--- config.mk ---
export PLATFORM = sky130hd
export DESIGN_NAME = pipe_stage_reg
export DESIGN_NICKNAME = d
export VERILOG_FILES = /design/src/rtl/pipe_stage_reg_pkg.sv /design/src/rtl/pipe_stage_reg_sat_counter.sv /design/src/rtl/pipe_stage_reg.sv
export SDC_FILE = /design/constraint.sdc
export NUM_CORES = 1
export LEC_CHECK = 0
export ABC_AREA = 1
export BUFFER_PORTS_ARGS = -buffer_cell sky130_fd_sc_hd__buf_2
export CORE_MARGIN = 1.5
export CORE_UTILIZATION = 42
export DETAILED_ROUTE_END_ITERATION = 10
export PLACE_DENSITY = 0.77
export RECOVER_POWER = 50
export REMOVE_ABC_BUFFERS = 1
export SETUP_SLACK_MARGIN = 0.05
export SYNTH_ARGS = -nofsm -noshare
export SYNTH_HDL_FRONTEND = slang
export SYNTH_SLANG_ARGS = --single-unit
--- constraint.sdc ---
create_clock -name clk -period 3.9 [get_ports clk]
set_input_delay 0.39 -clock clk [delete_from_list [all_inputs] [get_ports clk]]
set_output_delay 0.39 -clock clk [all_outputs]
set_load 0.03 [all_outputs]
--- src/rtl/pipe_stage_reg_pkg.sv ---
// Shared constants and types for the inter-stage pipeline register.
// Holds the default reset/flush PCs, MIPS exception codes, the NOP
// encoding and the fixed-width header carried by every stage boundary.
package pipe_stage_reg_pkg;

   localparam int unsigned PC_W    = 32;
   localparam int unsigned INSTR_W = 32;
   localparam int unsigned EXC_W   = 5;

   localparam logic [PC_W-1:0] RESET_PC_DEF = 32'h0000_3000;
   localparam logic [PC_W-1:0] FLUSH_PC_DEF = 32'h0000_4180;

   // CP0 Cause.ExcCode values
   localparam logic [EXC_W-1:0] EXC_INT     = 5'd0;
   localparam logic [EXC_W-1:0] EXC_ADEL    = 5'd4;
   localparam logic [EXC_W-1:0] EXC_ADES    = 5'd5;
   localparam logic [EXC_W-1:0] EXC_SYSCALL = 5'd8;
   localparam logic [EXC_W-1:0] EXC_RI      = 5'd10;
   localparam logic [EXC_W-1:0] EXC_OV      = 5'd12;

   localparam logic [INSTR_W-1:0] NOP_INSTR = 32'h0000_0000;

   // Fixed-width part of a pipeline slot (payload width is per instance)
   typedef struct packed {
      logic [PC_W-1:0]    pc;
      logic [INSTR_W-1:0] instr;
      logic               bd;
      logic [EXC_W-1:0]   exc;
   } stage_hdr_t;

endpackage

--- src/rtl/pipe_stage_reg_sat_counter.sv ---
// sat_counter: saturating up-counter with synchronous clear.
// Ports: clk, reset (async, active-high), inc (count up one),
//        clr (return to zero, wins over inc), cnt (registered count).
module sat_counter #(
   parameter int unsigned W = 8
) (
   input  logic         clk,
   input  logic         reset,
   input  logic         inc,
   input  logic         clr,
   output logic [W-1:0] cnt
);

   localparam logic [W-1:0] CNT_MAX = '1;

   always_ff @(posedge clk or posedge reset) begin
      if (reset) begin
         cnt <= '0;
      end else if (clr) begin
         cnt <= '0;
      end else if (inc && (cnt != CNT_MAX)) begin
         cnt <= cnt + W'(1);
      end
   end

endmodule

--- src/rtl/pipe_stage_reg.sv ---
// pipe_stage_reg: inter-stage pipeline register (F/D, D/E, E/M, M/W).
// Carries PC, instruction, delay-slot flag, exception code and a generic
// payload with a valid bit. Per-edge action priority:
// reset > flush > bubble > hold (en=0) > load (en=1).
// Ports: clk, reset (async, active-high), en, bubble, flush,
//        valid_in/pc_in/instr_in/bd_in/exc_in/data_in (upstream slot),
//        matching *_out registered copies, stall_cnt (saturating hold count).
module pipe_stage_reg
   import pipe_stage_reg_pkg::*;
#(
   parameter int unsigned     DATA_W   = 64,
   parameter logic [31:0]     RESET_PC = RESET_PC_DEF,
   parameter logic [31:0]     FLUSH_PC = FLUSH_PC_DEF,
   parameter int unsigned     CNT_W    = 8
) (
   input  logic              clk,
   input  logic              reset,
   input  logic              en,
   input  logic              bubble,
   input  logic              flush,
   input  logic              valid_in,
   input  logic [31:0]       pc_in,
   input  logic [31:0]       instr_in,
   input  logic              bd_in,
   input  logic [4:0]        exc_in,
   input  logic [DATA_W-1:0] data_in,
   output logic              valid_out,
   output logic [31:0]       pc_out,
   output logic [31:0]       instr_out,
   output logic              bd_out,
   output logic [4:0]        exc_out,
   output logic [DATA_W-1:0] data_out,
   output logic [CNT_W-1:0]  stall_cnt
);

   stage_hdr_t        hdr_q;
   logic              valid_q;
   logic [DATA_W-1:0] data_q;
   logic              hold_c;

   // A cycle is a stall only when no higher-priority action applies
   assign hold_c = !flush && !bubble && !en;

   // Slot register: priority-encoded next-state selection
   always_ff @(posedge clk or posedge reset) begin
      if (reset) begin
         hdr_q.pc    <= RESET_PC;
         hdr_q.instr <= NOP_INSTR;
         hdr_q.bd    <= 1'b0;
         hdr_q.exc   <= EXC_INT;
         valid_q     <= 1'b0;
         data_q      <= '0;
      end else if (flush) begin
         hdr_q.pc    <= FLUSH_PC;
         hdr_q.instr <= NOP_INSTR;
         hdr_q.bd    <= 1'b0;
         hdr_q.exc   <= EXC_INT;
         valid_q     <= 1'b0;
         data_q      <= '0;
      end else if (bubble) begin
         // PC/BD survive so CP0 can form EPC for an interrupt on a bubble
         hdr_q.pc    <= pc_in;
         hdr_q.instr <= NOP_INSTR;
         hdr_q.bd    <= bd_in;
         hdr_q.exc   <= EXC_INT;
         valid_q     <= 1'b0;
         data_q      <= '0;
      end else if (en) begin
         hdr_q.pc    <= pc_in;
         hdr_q.instr <= instr_in;
         hdr_q.bd    <= bd_in;
         hdr_q.exc   <= exc_in;
         valid_q     <= valid_in;
         data_q      <= data_in;
      end
   end

   // Consecutive-hold counter for hazard debugging
   sat_counter #(
      .W (CNT_W)
   ) u_stall_cnt (
      .clk   (clk),
      .reset (reset),
      .inc   (hold_c),
      .clr   (!hold_c),
      .cnt   (stall_cnt)
   );

   assign valid_out = valid_q;
   assign pc_out    = hdr_q.pc;
   assign instr_out = hdr_q.instr;
   assign bd_out    = hdr_q.bd;
   assign exc_out   = hdr_q.exc;
   assign data_out  = data_q;

endmodule
# ---- Yosys cells after proc, flatten, opt, wreduce, memory -nomap -nowiden
# Cells that the tools add are included.
dict set report op_classes {
  addsub 1
  n_mux 11
  n_eq_ne 2
  n_reduce_logical 7
}
# cell n
set op_table {}
lappend op_table {{two-way mux 70 bit} 3}
lappend op_table {{two-way mux 64 bit} 3}
lappend op_table {{two-way mux 8 bit} 2}
lappend op_table {{adder 8 x 1 -> 8 bit (second input constant)} 1}
lappend op_table {{inequality test 8 bit (second input constant)} 1}
lappend op_table {{logical AND 1 bit} 3}
lappend op_table {{logical NOT 1 bit} 3}
lappend op_table {{two-way mux 1 bit} 3}
lappend op_table {{nonzero test 3 bit} 1}
lappend op_table {{inequality test 2 bit (second input constant)} 1}
dict set report word_totals {
  wordCells 28
  reg_bits 143
  inputBits 140
}

# ---- Depth between registers and ports, before layout
dict set report logic_depth {
  ltp_word 6
  mapped_depth 8
  mapped_depth_nobuf 6
}

# ---- Cells and area by module
# A second synthesis with hierarchy kept.
dict set report hier_totals {
  cells_unflattened 666
  hier_area_um2 5975.7
}
# module n_inst cells_per_inst area_per_inst_um2
set by_module_without_submodules {}
lappend by_module_without_submodules {pipe_stage_reg 1 597 5469.0}
lappend by_module_without_submodules {sat_counter 1 69 506.7}

# ---- Worst setup path before layout
# No wires, ideal clock.
dict set report synth_path {
  kind {reg2reg}
  from {reg u_stall_cnt.cnt[1]}
  to {reg u_stall_cnt.cnt[3]}
  path_slack_ns 2.444
  stages_incl_launch_ff 6
  t_arrival_ns 1.387
  path_cell_list {dfrtp_1 ha_1 nand3_1 nor2_1 nand3_1 nand2_1}
}
dict set report synth_between {
  elab_chain_len 3
  elab_cells_between_ends 6
}
# element line_no
set synth_rtl {}
lappend synth_rtl {{from (decl)} pipe_stage_reg_sat_counter.sv:11} ;# output logic [W-1:0] cnt
lappend synth_rtl {{from (signal assigned)} pipe_stage_reg_sat_counter.sv:22} ;# cnt <= cnt + W'(1);
lappend synth_rtl {{adder 8 x 1 -> 8 bit / inequality test 8 bit (equally long branches)} {pipe_stage_reg_sat_counter.sv:22, pipe_stage_reg_sat_counter.sv:21}}
lappend synth_rtl {{two-way mux 8 bit / logical AND 1 bit (equally long branches)} pipe_stage_reg_sat_counter.sv:21} ;# end else if (inc && (cnt != CNT_MAX)) begin
lappend synth_rtl {{two-way mux 8 bit / inequality test 2 bit (equally long branches)} n/a}
# Several ways; a longest one is shown, not always the timed one. The select of a mux whose other input is x is not followed.
# A chain may end at the register's enable or synchronous reset.

==> impl_summary.log <==
INFO  metric numPortBuffers = 282
INFO  metric dpl_cell_area = approximately 0.0074 mm²
INFO  metric vertical_extent_of_the_die = 122 µm
INFO  metric synth.ff_latch_count = 143
INFO  metric filler_cell_count = ~1400
INFO  metric clock-root-buffer = clkbuf_16
INFO  metric dr_wl_met3 = 1200 µm
INFO  metric effective_utilization_at_floorplan = 0.428
INFO  metric clk-insertion-delay-late = 0.40 ns
INFO  metric cts_max_path_buffers = 2
INFO  metric synth_area = between 0.005 and 0.006 mm²
INFO  metric grt_pass1_wl = around 25000 µm
INFO  metric detail-route-antenna-nets = 0
INFO  metric hold_viol = 0
INFO  metric holdCritPathClass = in2reg
INFO  metric final.period_utilization = 0.592
INFO  metric dp_hpwl = about 11000 µm
INFO  metric floorplan.die_area = roughly 0.015 mm²
INFO  metric m1WireLength = approximately 6600 µm
INFO  metric period_minus_slack = around 2.3 ns
INFO  metric cp_max_fo = between 100 and 150
INFO  metric slew-limit-headroom = -0.640
INFO  metric post-route-drc-count = 0
INFO  metric transition_at_the_pin_with_the_smallest_max_transition_slack = 2.46 ns
INFO  metric number_of_distinct_library_cells_after_synthesis = 18
INFO  metric final_cell_count_no_fill = between 1000 and 1500
INFO  metric grt_pass1_vias = 5090
INFO  metric postCtsHoldBufs = 0
INFO  metric routed_via_density = approximately 5
INFO  metric most-common-layout-cells = buf_2 (210), nand2_1 (187), dfrtp_1 (141), nand3_1 (112), o21ai_0 (112)
INFO  metric postRouteWirelength = between 15000 and 20000 µm
INFO  metric max_cap_viols = 1
INFO  metric final_core_utilization = 0.570
INFO  metric timing.reg2reg.setup_slack = 2.42 ns
INFO  metric highest_layer = met5
INFO  metric worstPathArrival = 2.74 ns
INFO  metric synthDominantAreaCellType = dfrtp_1
INFO  metric met2_length = roughly 7300 µm
INFO  metric drt_iter0_markers = ~370
INFO  metric cts_setup_buffers = 0
INFO  metric numClockSinks = approximately 140
INFO  metric grt_setup_unrepaired = no
INFO  metric run_status = finished with violations
INFO  metric drt-wirelength-per-cell = 14.0 µm
INFO  metric synth_area_per_cell = 8.97 µm²
INFO  metric largest_cells_by_area_after_synthesis = dfrtp_1 (60%), nand2_1 (12%), nand3_1 (9.5%)
INFO  metric clock-skew-final = 0.00361 ns
INFO  metric cellPowerDensity = ~450 mW/mm²
INFO  metric yosys_warnings = 0
INFO  metric setup.worst_path.start_class = input pin
INFO  metric routabilityCongestion = between 0.7 and 0.8
INFO  metric fp-row-count = 43
INFO  metric failing_checks = capacitance limit, slew limit
INFO  metric num_vias = ~5500
INFO  metric maximum_clock_rate = ~430 MHz
INFO  metric grt_max_degree = around 120
INFO  metric peakVddDrop = around 260 µV
INFO  metric final_cell_area = about 0.0079 mm²
INFO  metric critPathKind = in2async
INFO  metric die_x = ~120 µm
INFO  metric detailedRoute.firstPassIterationCount = 5
INFO  metric final_common_cell = buf_2
INFO  metric post_cts.resized_instances = 0
INFO  metric layout_cell_share_with_drive_strength_beyond_1 = 0.272
INFO  metric place_worst_setup_slack = 1.41 ns
INFO  metric core = roughly 0.014 mm²
INFO  metric grt_util_all_layers = 0.214
INFO  metric cts_tree = built
INFO  metric area.growth.synth_to_final = 33.3%
INFO  metric endpoint_kind = asynchronous set/reset pin
INFO  metric post-route-worst-setup-slack = approximately 1.6 ns
INFO  metric power.static_leakage = slightly below 4 nW
INFO  metric cts_htree_levels = 4
INFO  metric timing_max_transition_violations_final = around 120
INFO  metric overflow = 0
INFO  metric finish.net_count = approximately 1100
INFO  metric synth_top_area_share = 0.597
INFO  metric data_required_time_of_the_worst_path = ~4.3 ns
INFO  metric power.total = 3.58 mW
INFO  metric post_synth_inst_count = 659
INFO  metric clk_pin_slew_worst_paths = 0.06 ns
INFO  metric seq_area_frac_synth = 0.606
INFO  metric place.detailed.instances = 1078
INFO  metric cts_made_buffers = 17
INFO  metric floorplan.io_pins = around 280
INFO  metric setup_viol = 0
INFO  metric antenna_found_initial = 3
-- Yosys cell counts --
cell type and n:
buf_2 8, buf_4 10, buf_6 2, clkbuf_1 36
dfrtp_1 141, dfstp_2 2, ha_1 1, inv_1 6
inv_2 2, nand2_1 187, nand3_1 112, nand4_1 2
nor2_1 10, nor3_1 1, o21ai_0 112, o21ai_1 25
o21bai_1 1, or2_2 1
-- per-stage QoR --
step	TNS, ns	hold WS, ns
final	0	0.210
after global routing	0	0.200
after CTS	0	0.197
after detailed placement	0	0.468
after global placement	0	0.461
after floorplan	-880.86	0.516
-- layout make-up --
cell class / instances / area (µm²) / area share
inverter: 8 / 37.5 / 0.00476
multi-input combinational: 452 / 2040 / 0.258
timing repair buffer: 295 / 1450 / 0.184
sequential: 143 / 3580 / 0.454
tap: 180 / 225 / 0.0286
clock buffer: 27 / 493 / 0.0625
antenna: 1 / 2.50 / 0.000317
clock inverter: 5 / 58.8 / 0.00746
-- metal layers --
layer | vias up | global-route usage
li1 | 2719 | -
met1 | 2515 | 0.277
met2 | 206 | 0.332
met3 | 30 | 0.0730
met4 | 4 | 0.0838
met5 | - | 0
-- path summary, 6_finish.rpt --
path,to,start,cells past startpoint
setup / recovery,data_out[27],reset,3
hold / removal,pc_out[12],pc_in[12],3
setup reg to reg,u_stall_cnt.cnt[4],u_stall_cnt.cnt[1],5
hold reg to reg,pc_out[29],pc_out[29],2
max in group clk,data_out[27],flush,7
min in group asynchronous,pc_out[11],reset,2
-- kinds of logic after synthesis --
| family | after synthesis | synth area share |
|---|---|---|
| adders and majority gates | 1 | 0.00212 |
| AOI/OAI and AO/OA | 138 | 0.117 |
| buffers and inverters | 64 | 0.0512 |
| DFF | 143 | 0.606 |
| and+or+nand+nor | 313 | 0.224 |
-- power by group --
| group | total, mW | internal, mW | switching [mW] |
|---|---|---|---|
| clock network | 1.51 | 0.929 | 0.579 |
| logic | 0.469 | 0.136 | 0.332 |
| registers | 1.60 | 1.56 | 0.0395 |
| total | 3.58 | 2.62 | 0.951 |
-- critical path, cell delays in order --
cell,delay (ns)
clkbuf_1,0.10
clkinvlp_4,1.48
clkbuf_1,0.70
-- registers in the layout, indices dropped and copies added, names as in the netlist --
register	flops
pc_out	32
exc_out	5
instr_out	32
valid_out	1
u_stall_cnt.cnt	8
bd_out	1
data_out	64
(Power assumes the default switching activity.)
